===== src/rtl/csa_slice_sequencer.sv =====
// Sequences a WIDTH-bit add through an external 4-bit carry select adder, one nibble per cycle.
// Optional subtract mode is built when CSA_SLICE_SUB_EN is defined (adds input port in_sub).
module csa_slice_sequencer #(
   parameter int WIDTH = 16
) (
   input  logic             clk,
   input  logic             rst,
   input  logic             in_valid,
   output logic             in_ready,
   input  logic [WIDTH-1:0] in_a,
   input  logic [WIDTH-1:0] in_b,
   input  logic             in_cin,
`ifdef CSA_SLICE_SUB_EN
   input  logic             in_sub,
`endif
   output logic [3:0]       add_a,
   output logic [3:0]       add_b,
   output logic             add_cin,
   input  logic [3:0]       add_s,
   input  logic             add_cout,
   output logic             out_valid,
   input  logic             out_ready,
   output logic [WIDTH-1:0] out_sum,
   output logic             out_cout
);

   localparam int N  = WIDTH / 4;
   localparam int IW = (N > 1) ? $clog2(N) : 1;
   localparam logic [IW-1:0] LAST = IW'(N - 1);

   typedef enum logic [1:0] {
      IDLE = 2'd0,
      RUN  = 2'd1,
      DONE = 2'd2
   } state_t;

   state_t           state;
   logic [WIDTH-1:0] a_reg;
   logic [WIDTH-1:0] b_reg;
   logic [WIDTH-1:0] sum_reg;
   logic [WIDTH-1:0] sum_next;
   logic [IW-1:0]    idx;
   logic             carry;
   logic             sub_reg;
   logic             sub_in;
   logic             accept;

`ifdef CSA_SLICE_SUB_EN
   assign sub_in = in_sub;
`else
   assign sub_in = 1'b0;
`endif

   assign accept = in_valid & in_ready;

   // Ready is live in IDLE, follows the consumer in DONE, and is forced low while in reset.
   always_comb begin
      in_ready = 1'b0;
      if (rst) begin
         in_ready = 1'b0;
      end else begin
         case (state)
            IDLE:    in_ready = 1'b1;
            DONE:    in_ready = out_ready;
            default: in_ready = 1'b0;
         endcase
      end
   end

   // Drive the external adder only while a slice is in flight; subtract inverts the b slice.
   always_comb begin
      add_a   = 4'd0;
      add_b   = 4'd0;
      add_cin = 1'b0;
      if (state == RUN) begin
         add_a   = a_reg[{idx, 2'b00} +: 4];
         add_b   = b_reg[{idx, 2'b00} +: 4] ^ {4{sub_reg}};
         add_cin = carry;
      end else begin
         add_a   = 4'd0;
         add_b   = 4'd0;
         add_cin = 1'b0;
      end
   end

   // Partial sum with the current slice merged in, so the final slice can go straight to out_sum.
   always_comb begin
      sum_next = sum_reg;
      sum_next[{idx, 2'b00} +: 4] = add_s;
   end

   // Sequencer state, operand capture and the registered result.
   always_ff @(posedge clk or posedge rst) begin
      if (rst) begin
         state     <= IDLE;
         idx       <= '0;
         carry     <= 1'b0;
         sub_reg   <= 1'b0;
         a_reg     <= '0;
         b_reg     <= '0;
         sum_reg   <= '0;
         out_valid <= 1'b0;
         out_sum   <= '0;
         out_cout  <= 1'b0;
      end else begin
         case (state)
            IDLE: begin
               if (in_valid) begin
                  state <= RUN;
               end
            end
            RUN: begin
               sum_reg <= sum_next;
               carry   <= add_cout;
               if (idx == LAST) begin
                  state     <= DONE;
                  idx       <= '0;
                  out_valid <= 1'b1;
                  out_sum   <= sum_next;
                  out_cout  <= add_cout;
               end else begin
                  idx <= idx + 1'b1;
               end
            end
            DONE: begin
               if (out_ready) begin
                  out_valid <= 1'b0;
                  state     <= in_valid ? RUN : IDLE;
               end
            end
            default: state <= IDLE;
         endcase
         // Capture overrides the RUN bookkeeping; it only happens from IDLE or a retiring DONE.
         if (accept) begin
            a_reg   <= in_a;
            b_reg   <= in_b;
            sub_reg <= sub_in;
            idx     <= '0;
            carry   <= sub_in ? 1'b1 : in_cin;
         end
      end
   end

endmodule


===== config.mk =====
export PLATFORM = sky130hd
export DESIGN_NAME = csa_slice_sequencer
export DESIGN_NICKNAME = d
export VERILOG_FILES = /design/src/rtl/csa_slice_sequencer.sv
export SDC_FILE = /design/constraint.sdc
export NUM_CORES = 1
export LEC_CHECK = 0
export CAP_MARGIN = 20
export CORE_ASPECT_RATIO = 0.8
export CORE_MARGIN = 5
export CORE_UTILIZATION = 45
export CTS_CLUSTER_DIAMETER = 200
export DETAILED_ROUTE_END_ITERATION = 12
export PLACE_DENSITY = 0.72
export SLEW_MARGIN = 20
export SYNTH_ARGS = -nofsm -noshare
export SYNTH_HDL_FRONTEND = slang
export SYNTH_SLANG_ARGS = --single-unit

===== constraint.sdc =====
create_clock -name clk -period 3.4 [get_ports clk]
set_clock_uncertainty 0.2 [all_clocks]
set_input_delay 0.68 -clock clk [delete_from_list [all_inputs] [get_ports clk]]
set_output_delay 0.68 -clock clk [all_outputs]
set_load 0.005 [all_outputs]

==> flow_summary_export.csv, run 1 <==
group,metric,value,unit
final_layout,final_core_utilization,58.2,%
final_layout,most_common_library_cell_in_the_layout_ignoring_fill_and_taps,"sky130_fd_sc_hd__dfrtp_1",
place,hpwl,4900,µm
floorplan,die_h,87.7,µm
timing,final_cycle_share,92.3,%
logic_synthesis,yosys.area_share.adder,2.21,%
clock_network,cts-buffers-inserted,9,
clock_network,cts_max_path_buffers,2,
final_layout,synthToLayoutAreaGrowth,26.1,%
logic_synthesis,library_cell_occupying_the_most_area_in_the_post_synthesis_netlist,"sky130_fd_sc_hd__dfrtp_1",
timing,post-route-min-period,3.14,ns
logic_synthesis,xor_and_xnor_fraction_of_the_mapped_netlist_area,0,%
power_and_ir_drop,leakagePower,1.82,nW
logic_synthesis,synth.ff_latch_count,71,
logic_synthesis,post_synth.cell_area_avg,13.1,µm²
logic_synthesis,ys.flop_type,"sky130_fd_sc_hd__dfrtp_1",
place,place.port_buffers,69,
route,drt-initial-drc-count,114,
logic_synthesis,fraction_of_synthesized_area_in_multiplexers,18.4,%
global_routing,gr-usage-all-layers,15.9,%
timing,timing.max_slew.rel_slack,54.5,%
timing,timing.final.ws_setup,0.263,ns
logic_synthesis,synth_top_family_by_area,"multiplexers",
setup_path,worst-path-max-fanout,11,
logic_synthesis,synth_compound_area_share,11.0,%
logic_synthesis,simple_gate_fraction_of_synth_area,11.7,%
setup_path,required,2.52,ns
setup_path,type_of_the_setup_path_with_the_least_slack,"register to output port",
place,placedCellCount,402,
logic_synthesis,seq_area_frac_synth,52.4,%
place,place_ws,0.568,ns
route,routed_wl,7050,µm
setup_path,critical_path.slowest_cell,"sky130_fd_sc_hd__dfrtp_1",
floorplan,fp.dieW,107,µm
logic_synthesis,postSynthCellCount,259,
setup_path,critPathMaxStageDelay,0.67,ns
setup_path,setup.worst_path.end_class,"output port",
setup_path,critical_path.top_delay_family,"flip-flops",
clock_network,root_buffer,"sky130_fd_sc_hd__clkbuf_8",
final_layout,fin_cells,416,
clock_network,tritoncts,"yes",
global_routing,antenna_found_initial,0,
clock_network,htreeDepth,3,
logic_synthesis,edff_count_synth,0,
setup_path,cp.arrival,2.26,ns
clock_network,post_cts_resized,0,
route,postRouteAntennaNets,0,
run,maxCapViolations,0,
global_routing,grt_first_pass_wirelength,11500,µm
floorplan,die-area,9390,µm²
logic_synthesis,syn_area,3390,µm²
clock_network,worstSkewPairLatency,0.34,ns
timing,whs,0.294,ns
clock_network,clkSinkCount,71,
logic_synthesis,ys_async_sr_fraction,100,%
setup_path,critical_path.n_buffers_inverters,1,
route,drc,0,
clock_network,worst_setup_hold_path_clk_slew,0.07,ns
timing,grt_setup_unrepaired,"false",
clock_network,cts_setup_buffers,0,
logic_synthesis,synth.yosys.warnings,0,
power_and_ir_drop,cellPowerDensity,882,nW/µm²
timing,timing_hold_violations_final,0,
timing,setup_total_negative_slack,0,ns
logic_synthesis,yosys.cell_types.count,39,
route,avgViaCountPerCell,5.50,
place,place.gp.congestion,0.768,
final_layout,design.final.nets,371,
final_layout,antenna-diode-count,0,
setup_path,worst_setup_path_start_kind,"register",
route,routedWlPerCell,16.9,µm
global_routing,first_global_vias,2400,
global_routing,globalRoute.totalOverflow,0,
power_and_ir_drop,worst_ir_drop_vdd,0.000397,V
logic_synthesis,synth_nets,307,
global_routing,pin_count_of_the_biggest_net_entering_global_routing,41,
route,first_drt_pass_iteration_count,4,
place,placement.cell_area,4120,µm²
run_status,result_of_the_run,"complete, no violations",
final_layout,final_layout_size_suffix_gt1_share,18.1,%
power_and_ir_drop,power,3.77,mW
logic_synthesis,yosys-top-cells-area,"sky130_fd_sc_hd__dfrtp_1, sky130_fd_sc_hd__mux2_2, sky130_fd_sc_hd__mux4_1",
hold_path,holdCritPathClass,"register to register",
floorplan,initial_utilization,46.1,%
timing,setup_viol,0,
timing,max_freq,319,MHz
clock_network,holdBufCountCts,0,
logic_synthesis,yosysTopAreaCellShare,52.4,%
timing,worst_slew_pin_slew,0.682,ns
floorplan,fp-row-count,28,
route,route.vias.total,2289,
timing,finalMaxSlewViolations,0,
floorplan,design.core.area,7360,µm²
setup_path,cells_traversed_along_the_worst_timing_path,"mux4_1, and2_1, clkdlybuf4s50_1",
floorplan,design.portCount,70,
final_layout,most-common-layout-cells,"sky130_fd_sc_hd__dfrtp_1, sky130_fd_sc_hd__clkdlybuf4s50_1, sky130_fd_sc_hd__mux2_2",
final_layout,design_area,4280,µm²
-- worst paths after layout --
check | end | slack, ns | depth (start not counted) | startpoint
hold / removal | sum_reg[12] | 0.29 | 1 | sum_reg[12]
min in group asynchronous | out_valid | 0.63 | 2 | rst
setup / recovery | add_b[0] | 0.26 | 3 | idx[0]
max in group asynchronous | idx[1] | 1.73 | 3 | rst
setup reg to reg | sum_reg[10] | 0.81 | 6 | idx[0]
hold reg to reg | sum_reg[12] | 0.29 | 1 | sum_reg[12]
-- synthesized netlist by cell type, types with 2 or more instances --
| cell | count |
|---|---|
| sky130_fd_sc_hd__a32o_1 | 16 |
| sky130_fd_sc_hd__mux2_2 | 28 |
| sky130_fd_sc_hd__inv_1 | 9 |
| sky130_fd_sc_hd__a32oi_1 | 4 |
| sky130_fd_sc_hd__clkbuf_1 | 8 |
| sky130_fd_sc_hd__and4bb_2 | 2 |
| sky130_fd_sc_hd__and4b_1 | 4 |
| sky130_fd_sc_hd__buf_6 | 4 |
| sky130_fd_sc_hd__buf_4 | 2 |
| sky130_fd_sc_hd__and2_1 | 10 |
| sky130_fd_sc_hd__a31oi_1 | 4 |
| sky130_fd_sc_hd__dfrtp_1 | 71 |
| sky130_fd_sc_hd__mux4_1 | 7 |
| sky130_fd_sc_hd__a21boi_0 | 2 |
| sky130_fd_sc_hd__nor2_1 | 13 |
| sky130_fd_sc_hd__a21oi_1 | 14 |
| sky130_fd_sc_hd__nand4_1 | 4 |
| sky130_fd_sc_hd__nand2b_1 | 5 |
| sky130_fd_sc_hd__nand2_1 | 9 |
| sky130_fd_sc_hd__and3b_1 | 2 |
| sky130_fd_sc_hd__ha_1 | 6 |
| sky130_fd_sc_hd__buf_2 | 5 |
| sky130_fd_sc_hd__o22a_1 | 4 |
| sky130_fd_sc_hd__and2b_1 | 4 |
| sky130_fd_sc_hd__mux2_4 | 6 |
| sky130_fd_sc_hd__o21ai_0 | 3 |
-- kinds of logic (layout without fill, tap and decap cells) --
family	Yosys count	after routing
AO/OA/AOI/OAI	50	50
buffers and inverters	28	95
adder cells (fa/ha/maj)	6	6
AND/OR/NAND/NOR	61	61
multiplexers	43	43
flip-flops	71	71
-- layout make-up --
| cell class | count | area, µm² |
|---|---|---|
| multi-input combinational | 160 | 1470 |
| fill | 605 | 3080 |
| sequential | 71 | 1780 |
| tap | 90 | 113 |
| timing repair buffer | 72 | 726 |
| clock buffer | 13 | 159 |
| clock inverter | 1 | 5.00 |
| inverter | 9 | 33.8 |
-- metal layers --
| layer | up-vias | GRT usage [%] | part of all wire [%] |
|---|---|---|---|
| met5 | - | 0 | 0 |
| li1 | 1086 | - | - |
| met2 | 55 | 24.8 | 46 |
| met1 | 1137 | 20.4 | 45 |
| met4 | 0 | 5.34 | 1.3 |
| met3 | 11 | 6.63 | 7.2 |
-- worst reg2reg max path, stage by stage (launching register included) --
cell                       delay (ns)
sky130_fd_sc_hd__dfrtp_1         0.67
sky130_fd_sc_hd__buf_4           0.24
sky130_fd_sc_hd__inv_1           0.13
sky130_fd_sc_hd__ha_1            0.47
sky130_fd_sc_hd__and4bb_2        0.34
sky130_fd_sc_hd__and2_4          0.18
sky130_fd_sc_hd__a32o_1          0.25
-- power by group --
part	leakage (nW)	switching [mW]	total (mW)	internal, mW
Sequential	0.876	0.261	1.51	1.25
Clock	0.0854	0.287	0.583	0.296
Combinational	0.862	0.657	1.68	1.03
No activity file was read; power rests on OpenSTA's default activity.
==> inputs of run 2 (changes only) <==
--- a/config.mk
+++ b/config.mk
@@ -5,13 +5,16 @@
 export SDC_FILE = /design/constraint.sdc
 export NUM_CORES = 1
 export LEC_CHECK = 0
+export ABC_AREA = 1
 export CAP_MARGIN = 20
 export CORE_ASPECT_RATIO = 0.8
 export CORE_MARGIN = 5
 export CORE_UTILIZATION = 45
 export CTS_CLUSTER_DIAMETER = 200
 export DETAILED_ROUTE_END_ITERATION = 12
-export PLACE_DENSITY = 0.72
+export PLACE_DENSITY = 0.71
+export RECOVER_POWER = 25
+export SKIP_CTS_REPAIR_TIMING = 1
 export SLEW_MARGIN = 20
 export SYNTH_ARGS = -nofsm -noshare
 export SYNTH_HDL_FRONTEND = slang
==> flow_summary_export.csv, run 2 <==
group,metric,value,unit
floorplan,fp-row-count,28,
timing,worst_slew_pin_slew,1.73,ns
timing,timing_hold_violations_final,0,
clock_network,root_buffer,"sky130_fd_sc_hd__clkbuf_8",
logic_synthesis,yosysTopAreaCellShare,51.9,%
floorplan,fp.dieW,107,µm
logic_synthesis,synth_nets,508,
run,maxCapViolations,1,
logic_synthesis,edff_count_synth,0,
logic_synthesis,postSynthCellCount,460,
global_routing,grt_first_pass_wirelength,13800,µm
timing,setup_total_negative_slack,0,ns
route,first_drt_pass_iteration_count,4,
global_routing,gr-usage-all-layers,18.5,%
final_layout,sequential_cell_area,1780,µm²
place,place.port_buffers,69,
power_and_ir_drop,power,3.80,mW
timing,timing.max_slew.rel_slack,-15.5,%
setup_path,cp.arrival,2.20,ns
logic_synthesis,post-synth-top-count-cell,"sky130_fd_sc_hd__nand2_1",
clock_network,worstSkewPairLatency,0.35,ns
place,hpwl,5620,µm
logic_synthesis,post_synth.cell_area_avg,7.44,µm²
power_and_ir_drop,leakagePower,2.32,nW
final_layout,final_layout_size_suffix_gt1_share,4.34,%
timing,finalMaxSlewViolations,72,
setup_path,ff_to_ff_setup_slack,1.23,ns
clock_network,htreeDepth,3,
timing,final_cycle_share,90.6,%
logic_synthesis,synth.ff_latch_count,71,
power_and_ir_drop,cellPowerDensity,859,nW/µm²
setup_path,worst_setup_path_start_kind,"register",
final_layout,most_common_library_cell_in_the_layout_ignoring_fill_and_taps,"sky130_fd_sc_hd__nand2_1",
logic_synthesis,yosys.cell_types.count,21,
route,route.vias.total,2994,
logic_synthesis,ys.flop_type,"sky130_fd_sc_hd__dfrtp_1",
route,routedWlPerCell,12.7,µm
final_layout,multi_input_area,1420,µm²
logic_synthesis,library_cell_occupying_the_most_area_in_the_post_synthesis_netlist,"sky130_fd_sc_hd__dfrtp_1",
setup_path,required,2.52,ns
place,placedCellCount,619,
final_layout,design.final.nets,573,
logic_synthesis,yosys-top-cells-area,"sky130_fd_sc_hd__dfrtp_1, sky130_fd_sc_hd__nand2_1, sky130_fd_sc_hd__nor2_1",
clock_network,cts-buffers-inserted,9,
timing,max_freq,325,MHz
route,routed_wl,8040,µm
route,postRouteAntennaNets,0,
clock_network,tritoncts,"yes",
logic_synthesis,synth.yosys.warnings,0,
run_status,violations_in_the_final_reports,"max-capacitance violations, max-slew violations",
final_layout,most-common-layout-cells,"sky130_fd_sc_hd__nand2_1, sky130_fd_sc_hd__dfrtp_1, sky130_fd_sc_hd__clkdlybuf4s50_1",
global_routing,antenna_found_initial,0,
route,drt-initial-drc-count,220,
place,place.gp.congestion,0.908,
logic_synthesis,syn_area,3420,µm²
setup_path,type_of_the_setup_path_with_the_least_slack,"register to output port",
logic_synthesis,seq_area_frac_synth,51.9,%
run_status,result_of_the_run,"finished, violations left",
timing,setup_viol,0,
final_layout,antenna-diode-count,0,
setup_path,setup.worst_path.end_class,"output port",
final_layout,synthToLayoutAreaGrowth,29.2,%
global_routing,pin_count_of_the_biggest_net_entering_global_routing,72,
power_and_ir_drop,worst_ir_drop_vdd,0.000345,V
logic_synthesis,synth_common_cells,"sky130_fd_sc_hd__nand2_1, sky130_fd_sc_hd__dfrtp_1, sky130_fd_sc_hd__nor2_1, sky130_fd_sc_hd__inv_1, sky130_fd_sc_hd__o21ai_0",
floorplan,design.core.area,7390,µm²
global_routing,first_global_vias,2901,
timing,grt_setup_unrepaired,"false",
floorplan,initial_utilization,46.3,%
final_layout,fin_cells,635,
floorplan,die_h,88.0,µm
logic_synthesis,ys_async_sr_fraction,100,%
global_routing,globalRoute.totalOverflow,0,
clock_network,worst_setup_hold_path_clk_slew,0.07,ns
floorplan,die-area,9460,µm²
clock_network,clkSinkCount,71,
route,drc,0,
timing,post-route-min-period,3.08,ns
hold_path,holdCritPathClass,"register to register",
setup_path,worst-path-max-fanout,15,
floorplan,design.portCount,70,
route,avgViaCountPerCell,4.71,
clock_network,cts_max_path_buffers,2,
final_layout,nFillCells,662,
## run 2: changes by cell type after synthesis, moves of 7 or more
cell	previous run	this run
sky130_fd_sc_hd__a32o_1	16	0
sky130_fd_sc_hd__mux4_1	7	0
sky130_fd_sc_hd__nand2_1	9	248
sky130_fd_sc_hd__and2_1	10	0
sky130_fd_sc_hd__mux2_2	28	0
sky130_fd_sc_hd__inv_1	9	30
sky130_fd_sc_hd__nor2_1	13	35
sky130_fd_sc_hd__o21ai_0	3	20
## run 2: cell families (layout without fill, tap and decap cells)
kind of cell               after synthesis  count (layout)  synth area share, %
DFF                                     71              71                 51.9
AOI/OAI and AO/OA                       35              35                 5.19
and+or+nand+nor                        297             297                 34.0
adders and majority gates                6               6                 2.19
buffers and inverters                   51             121                 6.65
## run 2: layout make-up
class | count | area share [%]
Multi-Input combinational cell | 338 | 32.1
Sequential cell | 71 | 40.2
Clock inverter | 6 | 3.00
Timing Repair Buffer | 72 | 16.1
Clock buffer | 10 | 2.89
Tap cell | 105 | 2.97
Inverter | 33 | 2.80
## run 2: path summary, 6_finish.rpt
kind	endpoint	cells past startpoint	from
worst max-delay path	add_b[3]	5	idx[1]
max in group asynchronous	a_reg[13]	3	rst
worst min-delay path	b_reg[13]	2	b_reg[13]
worst max register to register	sum_reg[13]	9	idx[1]
min in group asynchronous	out_cout	3	rst
worst min register to register	b_reg[13]	2	b_reg[13]
## run 2: report_power, final
group	internal [mW]	switching, mW	leakage [nW]
combinational	0.635	0.913	1.27
sequential	1.18	0.193	0.918
clock	0.560	0.313	0.126
total	2.38	1.42	2.32
## run 2: through the flow
step	hold slack (ns)	instance area [µm²]	util (%)	setup slack (ns)
after floorplan	0.237	3420	-	0.723
after global placement	0.250	4180	56.5	0.602
after detailed placement	0.255	4180	56.5	0.531
after CTS	0.272	4440	60.0	0.321
after global routing	0.289	4420	59.8	0.138
final	0.270	4420	59.8	0.319
## run 2: per-layer routing
layer | vias up | part of all wire [%] | track usage [%]
li1 | 1531 | - | -
met1 | 1369 | 49 | 26.5
met2 | 83 | 44 | 27.4
met3 | 11 | 5.7 | 4.50
met4 | 0 | 1.7 | 7.11
met5 | - | 0 | 0
## run 2: critical path, cell delays in order, from the launching register on
cell                              delay (ns)
sky130_fd_sc_hd__dfrtp_1                0.51
sky130_fd_sc_hd__inv_1                  0.31
sky130_fd_sc_hd__nor2_1                 0.19
sky130_fd_sc_hd__o21ai_0                0.12
sky130_fd_sc_hd__a21oi_1                0.18
sky130_fd_sc_hd__clkdlybuf4s50_1        0.53
==> inputs of run 3 (changes only) <==
--- a/config.mk
+++ b/config.mk
@@ -12,10 +12,11 @@
 export CORE_UTILIZATION = 45
 export CTS_CLUSTER_DIAMETER = 200
 export DETAILED_ROUTE_END_ITERATION = 12
-export PLACE_DENSITY = 0.71
+export PLACE_DENSITY = 0.74
 export RECOVER_POWER = 25
 export SKIP_CTS_REPAIR_TIMING = 1
 export SLEW_MARGIN = 20
 export SYNTH_ARGS = -nofsm -noshare
 export SYNTH_HDL_FRONTEND = slang
 export SYNTH_SLANG_ARGS = --single-unit
+export TNS_END_PERCENT = 100
==> constraint.sdc (replaced) <==
create_clock -name clk -period 2.7 [get_ports clk]
set_clock_uncertainty 0.2 [all_clocks]
set_input_delay 0.54 -clock clk [delete_from_list [all_inputs] [get_ports clk]]
set_output_delay 0.54 -clock clk [all_outputs]
set_load 0.005 [all_outputs]
==> flow_summary_export.csv, run 3 (synthesis gave the netlist of run 2 again) <==
group,metric,value,unit
run_status,result_of_the_run,"finished, violations left",
run_status,violations_in_the_final_reports,"max-capacitance violations, max-slew violations",
setup_path,worstSetupStartpoint,"idx[0]",
timing,post-route-min-period,2.65,ns
setup_path,setup.worst_path.end_class,"output port",
timing,finalMaxSlewViolations,72,
timing,timing.max_slew.rel_slack,-3.13,%
clock_network,clkSinkCount,71,
place,placedCellCount,623,
final_layout,most-common-layout-cells,"sky130_fd_sc_hd__nand2_1, sky130_fd_sc_hd__dfrtp_1, sky130_fd_sc_hd__clkdlybuf4s50_1",
setup_path,required,1.96,ns
final_layout,fin_cells,644,
final_layout,final_layout_size_suffix_gt1_share,6.86,%
timing,setup_viol,0,
place,place.gp.congestion,0.865,
final_layout,sequential_cell_area,1780,µm²
global_routing,pin_count_of_the_biggest_net_entering_global_routing,72,
power_and_ir_drop,worst_ir_drop_vdd,0.000436,V
clock_network,cts_max_path_buffers,2,
timing,worst_slew_pin_slew,1.55,ns
setup_path,worst-path-max-fanout,13,
global_routing,globalRoute.totalOverflow,0,
final_layout,multi_input_area,1430,µm²
floorplan,design.portCount,70,
timing,grt_setup_unrepaired,"true",
global_routing,grt_first_pass_wirelength,14200,µm
route,routed_wl,8250,µm
timing,final_cycle_share,98.1,%
clock_network,cts-buffers-inserted,9,
power_and_ir_drop,cellPowerDensity,1060,nW/µm²
power_and_ir_drop,leakagePower,2.45,nW
run,maxCapViolations,1,
place,hpwl,5700,µm
setup_path,critical_path.slowest_cell,"sky130_fd_sc_hd__clkdlybuf4s50_1",
floorplan,die-area,9460,µm²
hold_path,holdCritPathClass,"register to register",
route,routedWlPerCell,12.8,µm
floorplan,fp.dieW,107,µm
final_layout,antenna-diode-count,0,
route,postRouteAntennaNets,0,
global_routing,gr-usage-all-layers,19.0,%
clock_network,worst_setup_hold_path_clk_slew,0.08,ns
floorplan,design.core.area,7390,µm²
route,route.vias.total,3045,
timing,timing_hold_violations_final,0,
final_layout,nFillCells,655,
floorplan,fp-row-count,28,
setup_path,cells_traversed_along_the_worst_timing_path,"buf_4, o21ai_1, nand2_1, a21oi_2, clkdlybuf4s50_1",
route,avgViaCountPerCell,4.73,
floorplan,initial_utilization,46.3,%
timing,whs,0.271,ns
global_routing,first_global_vias,3016,
clock_network,root_buffer,"sky130_fd_sc_hd__clkbuf_8",
power_and_ir_drop,power,4.77,mW
final_layout,design.final.nets,582,
setup_path,critPathMaxStageDelay,0.51,ns
final_layout,most_common_library_cell_in_the_layout_ignoring_fill_and_taps,"sky130_fd_sc_hd__nand2_1",
route,drt-initial-drc-count,238,
clock_network,htreeDepth,3,
clock_network,worstSkewPairLatency,0.35,ns
hold_path,worstHoldStart,"b_reg[12]",
final_layout,synthToLayoutAreaGrowth,31.5,%
setup_path,reg2reg_from,"idx[1]",
global_routing,antenna_found_initial,0,
setup_path,type_of_the_setup_path_with_the_least_slack,"register to output port",
floorplan,die_h,88.0,µm
timing,setup_total_negative_slack,0,ns
route,drc,0,
setup_path,worst_setup_path_start_kind,"register",
setup_path,cp.arrival,1.91,ns
clock_network,tritoncts,"yes",
timing,max_freq,378,MHz
place,place.port_buffers,69,
route,first_drt_pass_iteration_count,4,
==> run 3: stage by stage <==
step | instance area (µm²) | utilization (%) | worst slack [ns]
3_5_place_dp | 4220 | 57.1 | 0.124
3_3_place_gp | 4220 | 57.1 | 0.181
6_report | 4500 | 60.9 | 0.0522
4_1_cts | 4450 | 60.2 | -0.153
5_1_grt | 4500 | 60.9 | -0.0610
2_1_floorplan | 3420 | - | 0.163
==> run 3: report_power, final <==
| group | internal, mW | leakage, nW | switching (mW) |
|---|---|---|---|
| clock network | 0.569 | 0.112 | 0.397 |
| logic | 0.871 | 1.42 | 1.21 |
| registers | 1.49 | 0.917 | 0.235 |
| total | 2.93 | 2.45 | 1.84 |
==> run 3: path summary, 6_finish.rpt <==
kind                               endpoint  slack, ns  cells after the start
worst min register to register    b_reg[12]       0.27                      2
worst max-delay path               add_b[3]       0.05                      5
min in group asynchronous             carry       0.89                      3
worst min-delay path              b_reg[12]       0.27                      2
worst max register to register  out_sum[13]       0.62                     11
max in group asynchronous            idx[0]       0.38                      3
==> run 3: layer usage <==
metal / vias to the layer above / GRT usage [%] / routed length [µm] / share of wire [%]
met4: 0 / 8.14 / 178 / 2.2
met2: 87 / 28.4 / 3730 / 45
li1: 1547 / - / - / -
met3: 18 / 5.01 / 487 / 5.9
met1: 1393 / 26.3 / 3850 / 47
met5: - / 0 / 0 / 0
==> run 3: worst max-delay path: cells and delay by family, from the launching register on <==
| kind | cells | cell delay, ns |
|---|---|---|
| AO/OA/AOI/OAI | 2 | 0.34 |
| buffers and inverters | 2 | 0.69 |
| flip-flops | 1 | 0.43 |
| AND/OR/NAND/NOR | 1 | 0.09 |
==> run 3: layout make-up <==
| cell class | instances | area share [%] |
|---|---|---|
| clock inverters | 5 | 1.78 |
| repair buffers | 81 | 17.9 |
| flip-flops and latches | 71 | 39.5 |
| well taps | 105 | 2.92 |
| inverters | 33 | 2.84 |
| clock buffers | 11 | 3.36 |
| multi-input cells | 338 | 31.7 |
